File: src/rtl/irq_gen_mux_n.sv
`default_nettype none
// ============================================================================
// Module  : irq_gen_mux_n
// Brief   : APB3 interrupt generator with per-channel debounce, edge/level
//           detection, W1C pending bits, event counter and output routing.
// Rev     : 1.0
// ============================================================================
module irq_gen_mux_n #(
    parameter int NCH        = 4,
    parameter int NOUT       = 2,
    parameter int DEB_CYCLES = 4
) (
    input  logic             PCLK,
    input  logic             PRESERN,
    input  logic             PSEL,
    input  logic             PENABLE,
    input  logic             PWRITE,
    input  logic [31:0]      PADDR,
    input  logic [31:0]      PWDATA,
    output logic             PREADY,
    output logic             PSLVERR,
    output logic [31:0]      PRDATA,
    input  logic [NCH-1:0]   src,
    output logic [NOUT-1:0]  out,
    output logic             interrupt,
    output logic             debug_led
);

    localparam logic [5:0] c_W_CTRL   = 6'd0;
    localparam logic [5:0] c_W_EN     = 6'd1;
    localparam logic [5:0] c_W_PEND   = 6'd2;
    localparam logic [5:0] c_W_STAT   = 6'd3;
    localparam logic [5:0] c_W_MODE   = 6'd4;
    localparam logic [5:0] c_W_ROUTE  = 6'd5;
    localparam logic [5:0] c_W_OMODE  = 6'd6;
    localparam logic [5:0] c_W_OSW    = 6'd7;
    localparam logic [5:0] c_W_CNT    = 6'd8;
    localparam logic [7:0] c_DEB_LAST = 8'(DEB_CYCLES - 1);

    logic [NCH-1:0]    r_sync1, r_sync2, r_filt_d;
    logic [NCH-1:0]    w_filt, w_evt, w_set, w_w1c, w_pend_nxt;
    logic              r_gen;
    logic [NCH-1:0]    r_en, r_pend;
    logic [2*NCH-1:0]  r_mode;
    logic [4*NOUT-1:0] r_route;
    logic [NOUT-1:0]   r_omode, r_osw, r_out, w_route_lvl, w_out;
    logic [15:0]       r_irq_cnt;
    logic              r_irq;
    logic [5:0]        w_word;
    logic              w_bad_addr, w_acc, w_err, w_we;
    logic [31:0]       w_rdata;
    logic              w_unused;

    assign w_word     = PADDR[7:2];
    assign w_bad_addr = PADDR[7:0] > 8'h20;
    assign w_acc      = PSEL & PENABLE;
    assign w_err      = w_acc & (w_bad_addr | (PWRITE & (w_word == c_W_STAT)));
    assign w_we       = w_acc & PWRITE & ~w_err;
    assign w_unused   = ^{PADDR[31:8], PWDATA};

    // Per-channel debounce: level flips only after DEB_CYCLES straight mismatches
    for (genvar i = 0; i < NCH; i++) begin : g_ch
        logic [7:0] r_cnt;
        logic       r_lvl;
        always_ff @(posedge PCLK or negedge PRESERN) begin
            if (!PRESERN) begin
                r_cnt <= '0;
                r_lvl <= 1'b0;
            end else if (r_sync2[i] == r_lvl) begin
                r_cnt <= '0;
            end else if (r_cnt == c_DEB_LAST) begin
                r_cnt <= '0;
                r_lvl <= r_sync2[i];
            end else begin
                r_cnt <= r_cnt + 8'd1;
            end
        end
        assign w_filt[i] = r_lvl;
        assign w_evt[i]  = r_mode[2*i+1]
                         ? (r_mode[2*i] ? r_lvl : (r_lvl ^ r_filt_d[i]))
                         : (r_mode[2*i] ? (~r_lvl & r_filt_d[i]) : (r_lvl & ~r_filt_d[i]));
    end

    assign w_set      = r_gen ? w_evt : '0;
    assign w_w1c      = (w_we && (w_word == c_W_PEND)) ? PWDATA[NCH-1:0] : '0;
    assign w_pend_nxt = (r_pend & ~w_w1c) | w_set;

    always_comb begin
        w_route_lvl = '0;
        for (int k = 0; k < NOUT; k++) begin
            for (int c = 0; c < NCH; c++) begin
                if (r_route[4*k +: 4] == 4'(c))
                    w_route_lvl[k] = w_filt[c];
            end
        end
    end
    assign w_out = (r_omode & r_osw) | (~r_omode & w_route_lvl);

    always_ff @(posedge PCLK or negedge PRESERN) begin
        if (!PRESERN) begin
            r_sync1   <= '0;
            r_sync2   <= '0;
            r_filt_d  <= '0;
            r_gen     <= 1'b0;
            r_en      <= '0;
            r_pend    <= '0;
            r_mode    <= '0;
            r_route   <= '0;
            r_omode   <= '0;
            r_osw     <= '0;
            r_out     <= '0;
            r_irq_cnt <= '0;
            r_irq     <= 1'b0;
        end else begin
            r_sync1  <= src;
            r_sync2  <= r_sync1;
            r_filt_d <= w_filt;
            r_pend   <= w_pend_nxt;
            r_irq    <= |(r_pend & r_en);
            r_out    <= w_out;
            if (w_we) begin
                case (w_word)
                    c_W_CTRL:  r_gen   <= PWDATA[0];
                    c_W_EN:    r_en    <= PWDATA[NCH-1:0];
                    c_W_MODE:  r_mode  <= PWDATA[2*NCH-1:0];
                    c_W_ROUTE: r_route <= PWDATA[4*NOUT-1:0];
                    c_W_OMODE: r_omode <= PWDATA[NOUT-1:0];
                    c_W_OSW:   r_osw   <= PWDATA[NOUT-1:0];
                    default:   ;
                endcase
            end
            // A clearing write beats a same-cycle increment
            if (w_we && (w_word == c_W_CNT))
                r_irq_cnt <= '0;
            else if (|(w_pend_nxt & ~r_pend) && (r_irq_cnt != 16'hFFFF))
                r_irq_cnt <= r_irq_cnt + 16'd1;
        end
    end

    always_comb begin
        w_rdata = '0;
        case (w_word)
            c_W_CTRL:  w_rdata[0]           = r_gen;
            c_W_EN:    w_rdata[NCH-1:0]     = r_en;
            c_W_PEND:  w_rdata[NCH-1:0]     = r_pend;
            c_W_STAT:  w_rdata[NCH-1:0]     = w_filt;
            c_W_MODE:  w_rdata[2*NCH-1:0]   = r_mode;
            c_W_ROUTE: w_rdata[4*NOUT-1:0]  = r_route;
            c_W_OMODE: w_rdata[NOUT-1:0]    = r_omode;
            c_W_OSW:   w_rdata[NOUT-1:0]    = r_osw;
            c_W_CNT:   w_rdata[15:0]        = r_irq_cnt;
            default:   w_rdata              = '0;
        endcase
        if (w_bad_addr)
            w_rdata = '0;
    end

    assign PREADY    = 1'b1;
    assign PSLVERR   = w_err & PRESERN;
    assign PRDATA    = (PSEL & ~PWRITE & PRESERN) ? w_rdata : '0;
    assign out       = r_out;
    assign interrupt = r_irq;
    assign debug_led = r_irq;

endmodule
`default_nettype wire

File: config.mk
export PLATFORM = sky130hd
export DESIGN_NAME = irq_gen_mux_n
export DESIGN_NICKNAME = d
export VERILOG_FILES = /design/src/rtl/irq_gen_mux_n.sv
export SDC_FILE = /design/constraint.sdc
export NUM_CORES = 1
export LEC_CHECK = 0
export CAP_MARGIN = 20
export CORE_MARGIN = 1
export CORE_UTILIZATION = 40
export CTS_BUF_LIST = sky130_fd_sc_hd__clkbuf_16
export DETAILED_ROUTE_END_ITERATION = 12
export GPL_TIMING_DRIVEN = 0
export PLACE_DENSITY = 0.68
export REMOVE_ABC_BUFFERS = 1
export SLEW_MARGIN = 20
export SYNTH_ARGS = -nofsm -noshare
export SYNTH_HDL_FRONTEND = slang
export SYNTH_SLANG_ARGS = --single-unit
File: constraint.sdc
create_clock -name PCLK -period 2.2 [get_ports PCLK]
set_input_delay 0.33 -clock PCLK [delete_from_list [all_inputs] [get_ports PCLK]]
set_output_delay 0.33 -clock PCLK [all_outputs]
set_load 0.05 [all_outputs]
==> results summary <==
The global-route wire length before repair is between 15000 and 20000 µm. The area of the placeable core is 12300 µm². IR analysis of the VDD net gives a maximum drop of ~0.00041 V. The number of enable-type register cells in the synthesized netlist came out at 0. The cell area power density came out at just under 1000 nW/µm². In this run the core area contains 40 standard-cell rows. The die area came out at approximately 13000 µm². The DRC violation total after the first TritonRoute iteration is 234. The HPWL reported at the end of detailed placement came out at slightly below 8000 µm. The synthesized design contains 96 register bits. Buffers placed on the I/O ports in this run total between 40 and 50. The cell count after synthesis came out at 497. The number of maximum-capacitance constraint violations came out at 0. Final hold analysis gives a worst-case slack of -0.0182 ns.

The total I/O pin count came out at roughly 110. By startpoint and endpoint, the worst setup path is classified as reg2reg. The number of warnings printed during yosys synthesis came out at 0. The pin count of the biggest net entering global routing is 56. The clock transition time at the flip-flop clock pins of the worst setup and hold paths came out at 0.07 ns.

Summed over all failing endpoints, the final setup total negative slack is -0.0261 ns. The iteration count of the initial detailed-routing pass is 6. The path class of the tightest hold or removal check is in2async. The sequential standard cell area is between 2000 and 2500 µm². The post-synthesis compound-gate area fraction is 8.12%. Wires add up to 12100 µm. By area the synthesized netlist is led by sky130_fd_sc_hd__dfrtp_1 47%, sky130_fd_sc_hd__mux2_2 8.6%, sky130_fd_sc_hd__nand3_1 4.1%, sky130_fd_sc_hd__xor2_1 3.6%, sky130_fd_sc_hd__nor2_1 3.4%. The largest total area in the synthesized netlist belongs to sky130_fd_sc_hd__dfrtp_1. The starting density of the core is 41.7%.

The period utilization came out at 101%. The worst path setup slack after routing is -0.0261 ns. In this run, placement finished with an instance count of between 600 and 700. Tracing the worst setup path back leads to its startpoint at g_ch[1].r_lvl. The H-tree was split into 3 levels. The maximum clock path buffer count came out at 2. For the finished layout, the period the worst path requires is between 2 and 2.5 ns. The detailed-route wire length per cell is roughly 17 µm.

The layout overhead on the synthesized area came out at 24.6%. The number of nets in the layout came out at 641. The top fanout value on the critical path came out at 7. The number of global-route vias before repair came to about 4000.

After synthesis, the share of cell area in mux cells is 11.3%. The clock insertion delay at the later pin of the skew report is about 0.34 ns. The average cell area after synthesis came out at 10.3 µm².

The residual antenna-violating net count after detailed routing is 0. The initial antenna violation count is 0. The maximum clock skew at final layout is about 0.0065 ns. The checks that failed: hold timing, setup timing. Cells fill a little over half of the core in the end.

The sink count of the clock tree came out at 96. The tree is rooted in a sky130_fd_sc_hd__clkbuf_16. The aggregate global routing overflow is 0. The number of diodes came out at 0. The final instance count without filler cells is 728.

Summing over every cut layer, the via total after detailed routing is 4067. The fraction of synthesis flops using an asynchronous set or reset pin is 100%. The most used standard cell by instance count after synthesis is sky130_fd_sc_hd__dfrtp_1. The number of failing hold endpoints at the final stage is 7. Setup repair after global routing could not meet its margin everywhere. The prevailing post-synth register cell is sky130_fd_sc_hd__dfrtp_1. The total standard cell area after synthesis is 5120 µm². The worst slew slack as a fraction of its limit is roughly three fifths.

The proportion of layout cells with a drive suffix above 1 came out at 27.0%. The die outline width came out at 115 µm. The number of slew-limit violations in the final report was 0.

The CTS buffer count is 9. At the placement stage, the worst setup path has a slack of -1.93 ns. The flow ran to the end, but the final reports show violations. The synthesized netlist devotes 20.5% of its cell area to simple gates. The startpoint identified for the worst register-to-register timing path is g_ch[1].r_lvl. The leakage power is 2.78 nW. The proportion of netlist area held by the largest area contributor came out at 46.9%. The CTS tree is done. The final weighted congestion of routability-driven global placement is around 0.85. The register area share after synthesis came out at 46.9%.

The filler cells instantiated in the layout total 1072. STA classifies the critical path endpoint as a flip-flop. The total power came out at between 6 and 7 mW. The xor and xnor fraction of the mapped netlist area is 4.79%. The post-synthesis share of cell area spent on full adders, half adders and majority gates is 3.18%. The number of different library cells used by synthesis comes to 46. The highest clock frequency the design can meet came out at around 450 MHz.

The data required time at the worst endpoint came out at 2.46 ns. By count the netlist is led by 96 x sky130_fd_sc_hd__dfrtp_1, 47 x sky130_fd_sc_hd__nor2_1, 42 x sky130_fd_sc_hd__nand3_1. For the pin with the worst max-slew slack, the measured transition is 0.586 ns. STA classifies the critical path startpoint as a flip-flop.

The arrival time of data at the critical path endpoint is 2.49 ns. The overall routing resource usage is ~19%. The multi-input logic area came out at 2810 µm². Dividing the detail-routed via count by the number of cells gives 5.59.

The DRC violation count after routing is 0. The final number of setup-violating endpoints came out at 1. By area, the combinational part of the netlist is dominated by simple AND/OR/NAND/NOR gates.

The die span in y came out at 115 µm.
## registers in the layout (all words and copies together), names as in the netlist, 4 cells and up
register	count
r_irq_cnt	16
g_ch.r_cnt	32
r_sync2	4
r_en	4
r_mode	8
r_filt_d	4
r_sync1	4
r_pend	4
g_ch.r_lvl	4
r_route	8
## logic make-up after synthesis
group,after synthesis
other cells,2
buf+inv,47
mux,49
xor+xnor,28
simple gates,202
fa+ha+maj,13
flops,96
compound gates,60
## per-layer routing
layer	track usage [%]	share of wire, %	vias to the layer above
li1	-	-	1880
met1	25.6	45	2029
met2	30.4	48	132
met3	5.01	5.3	26
met4	8.23	2.2	0
met5	0	0	-
## area by class of cell
cell class                 count  area share [%]
clock buffer                   9            3.53
clock inverter                 7            1.14
inverter                      12           0.706
multi-input combinational    371            44.0
sequential                    96            37.7
tap                          168            3.29
timing repair buffer          65            9.55
## critical path, stage by stage (launching register included)
cell and delay, ns:
sky130_fd_sc_hd__dfrtp_2 0.45, sky130_fd_sc_hd__inv_2 0.09, sky130_fd_sc_hd__ha_4 0.13, sky130_fd_sc_hd__inv_2 0.02
sky130_fd_sc_hd__mux4_2 0.50, sky130_fd_sc_hd__o2111a_2 0.34, sky130_fd_sc_hd__or4_1 0.48, sky130_fd_sc_hd__a21oi_1 0.13
## what timing repair did
action | 4_1_cts | 5_1_grt
pin swaps | 29 | 12
cloned | 2 | 0
hold buffers | 2 | 0
setup buffers | 15 | 3
resized for setup | 172 | 35
setup endpoints to repair | 61 | 44
hold endpoints to repair | 41 | 0
## cells in the final DEF, fill, tap and decap left out, types with 9 or more instances in the layout
cell type / n
sky130_fd_sc_hd__clkbuf_16: 9
sky130_fd_sc_hd__conb_1: 17
sky130_fd_sc_hd__buf_6: 12
sky130_fd_sc_hd__ha_1: 11
sky130_fd_sc_hd__inv_1: 10
sky130_fd_sc_hd__buf_4: 20
sky130_fd_sc_hd__nor2_1: 43
sky130_fd_sc_hd__dfrtp_1: 92
sky130_fd_sc_hd__xor2_1: 21
sky130_fd_sc_hd__nand2_1: 24
sky130_fd_sc_hd__or4_1: 12
sky130_fd_sc_hd__mux2_2: 39
sky130_fd_sc_hd__nand3_1: 39
sky130_fd_sc_hd__clkdlybuf4s50_1: 19
sky130_fd_sc_hd__nand2b_1: 10
sky130_fd_sc_hd__and3_1: 17
sky130_fd_sc_hd__a21oi_1: 15
## per-stage QoR
stage	instance area (µm²)	hold slack, ns
floorplan	4960	0.0344
global placement	5620	0.334
detailed placement	5650	0.274
CTS	6220	0.00487
global route	6380	0.00687
finish	6380	-0.0182
## final timing paths
check / endpoint / slack (ns) / cells after the start
min in group PCLK: r_sync2[2] / 0.35 / 0
max in group asynchronous: g_ch[3].r_lvl / 1.38 / 3
min: r_sync1[0] / -0.02 / 2
max reg2reg: r_irq_cnt[15] / -0.03 / 7
max: r_irq_cnt[15] / -0.03 / 7
min reg2reg: r_sync2[2] / 0.35 / 0
## power by group
| part | switching [mW] | total [mW] | leakage, nW | internal, mW |
|---|---|---|---|---|
| logic | 1.20 | 2.10 | 1.42 | 0.904 |
| clock network | 0.678 | 1.56 | 0.135 | 0.881 |
| registers | 0.459 | 2.56 | 1.23 | 2.10 |
Note: power is estimated with default switching activity, not from simulation.
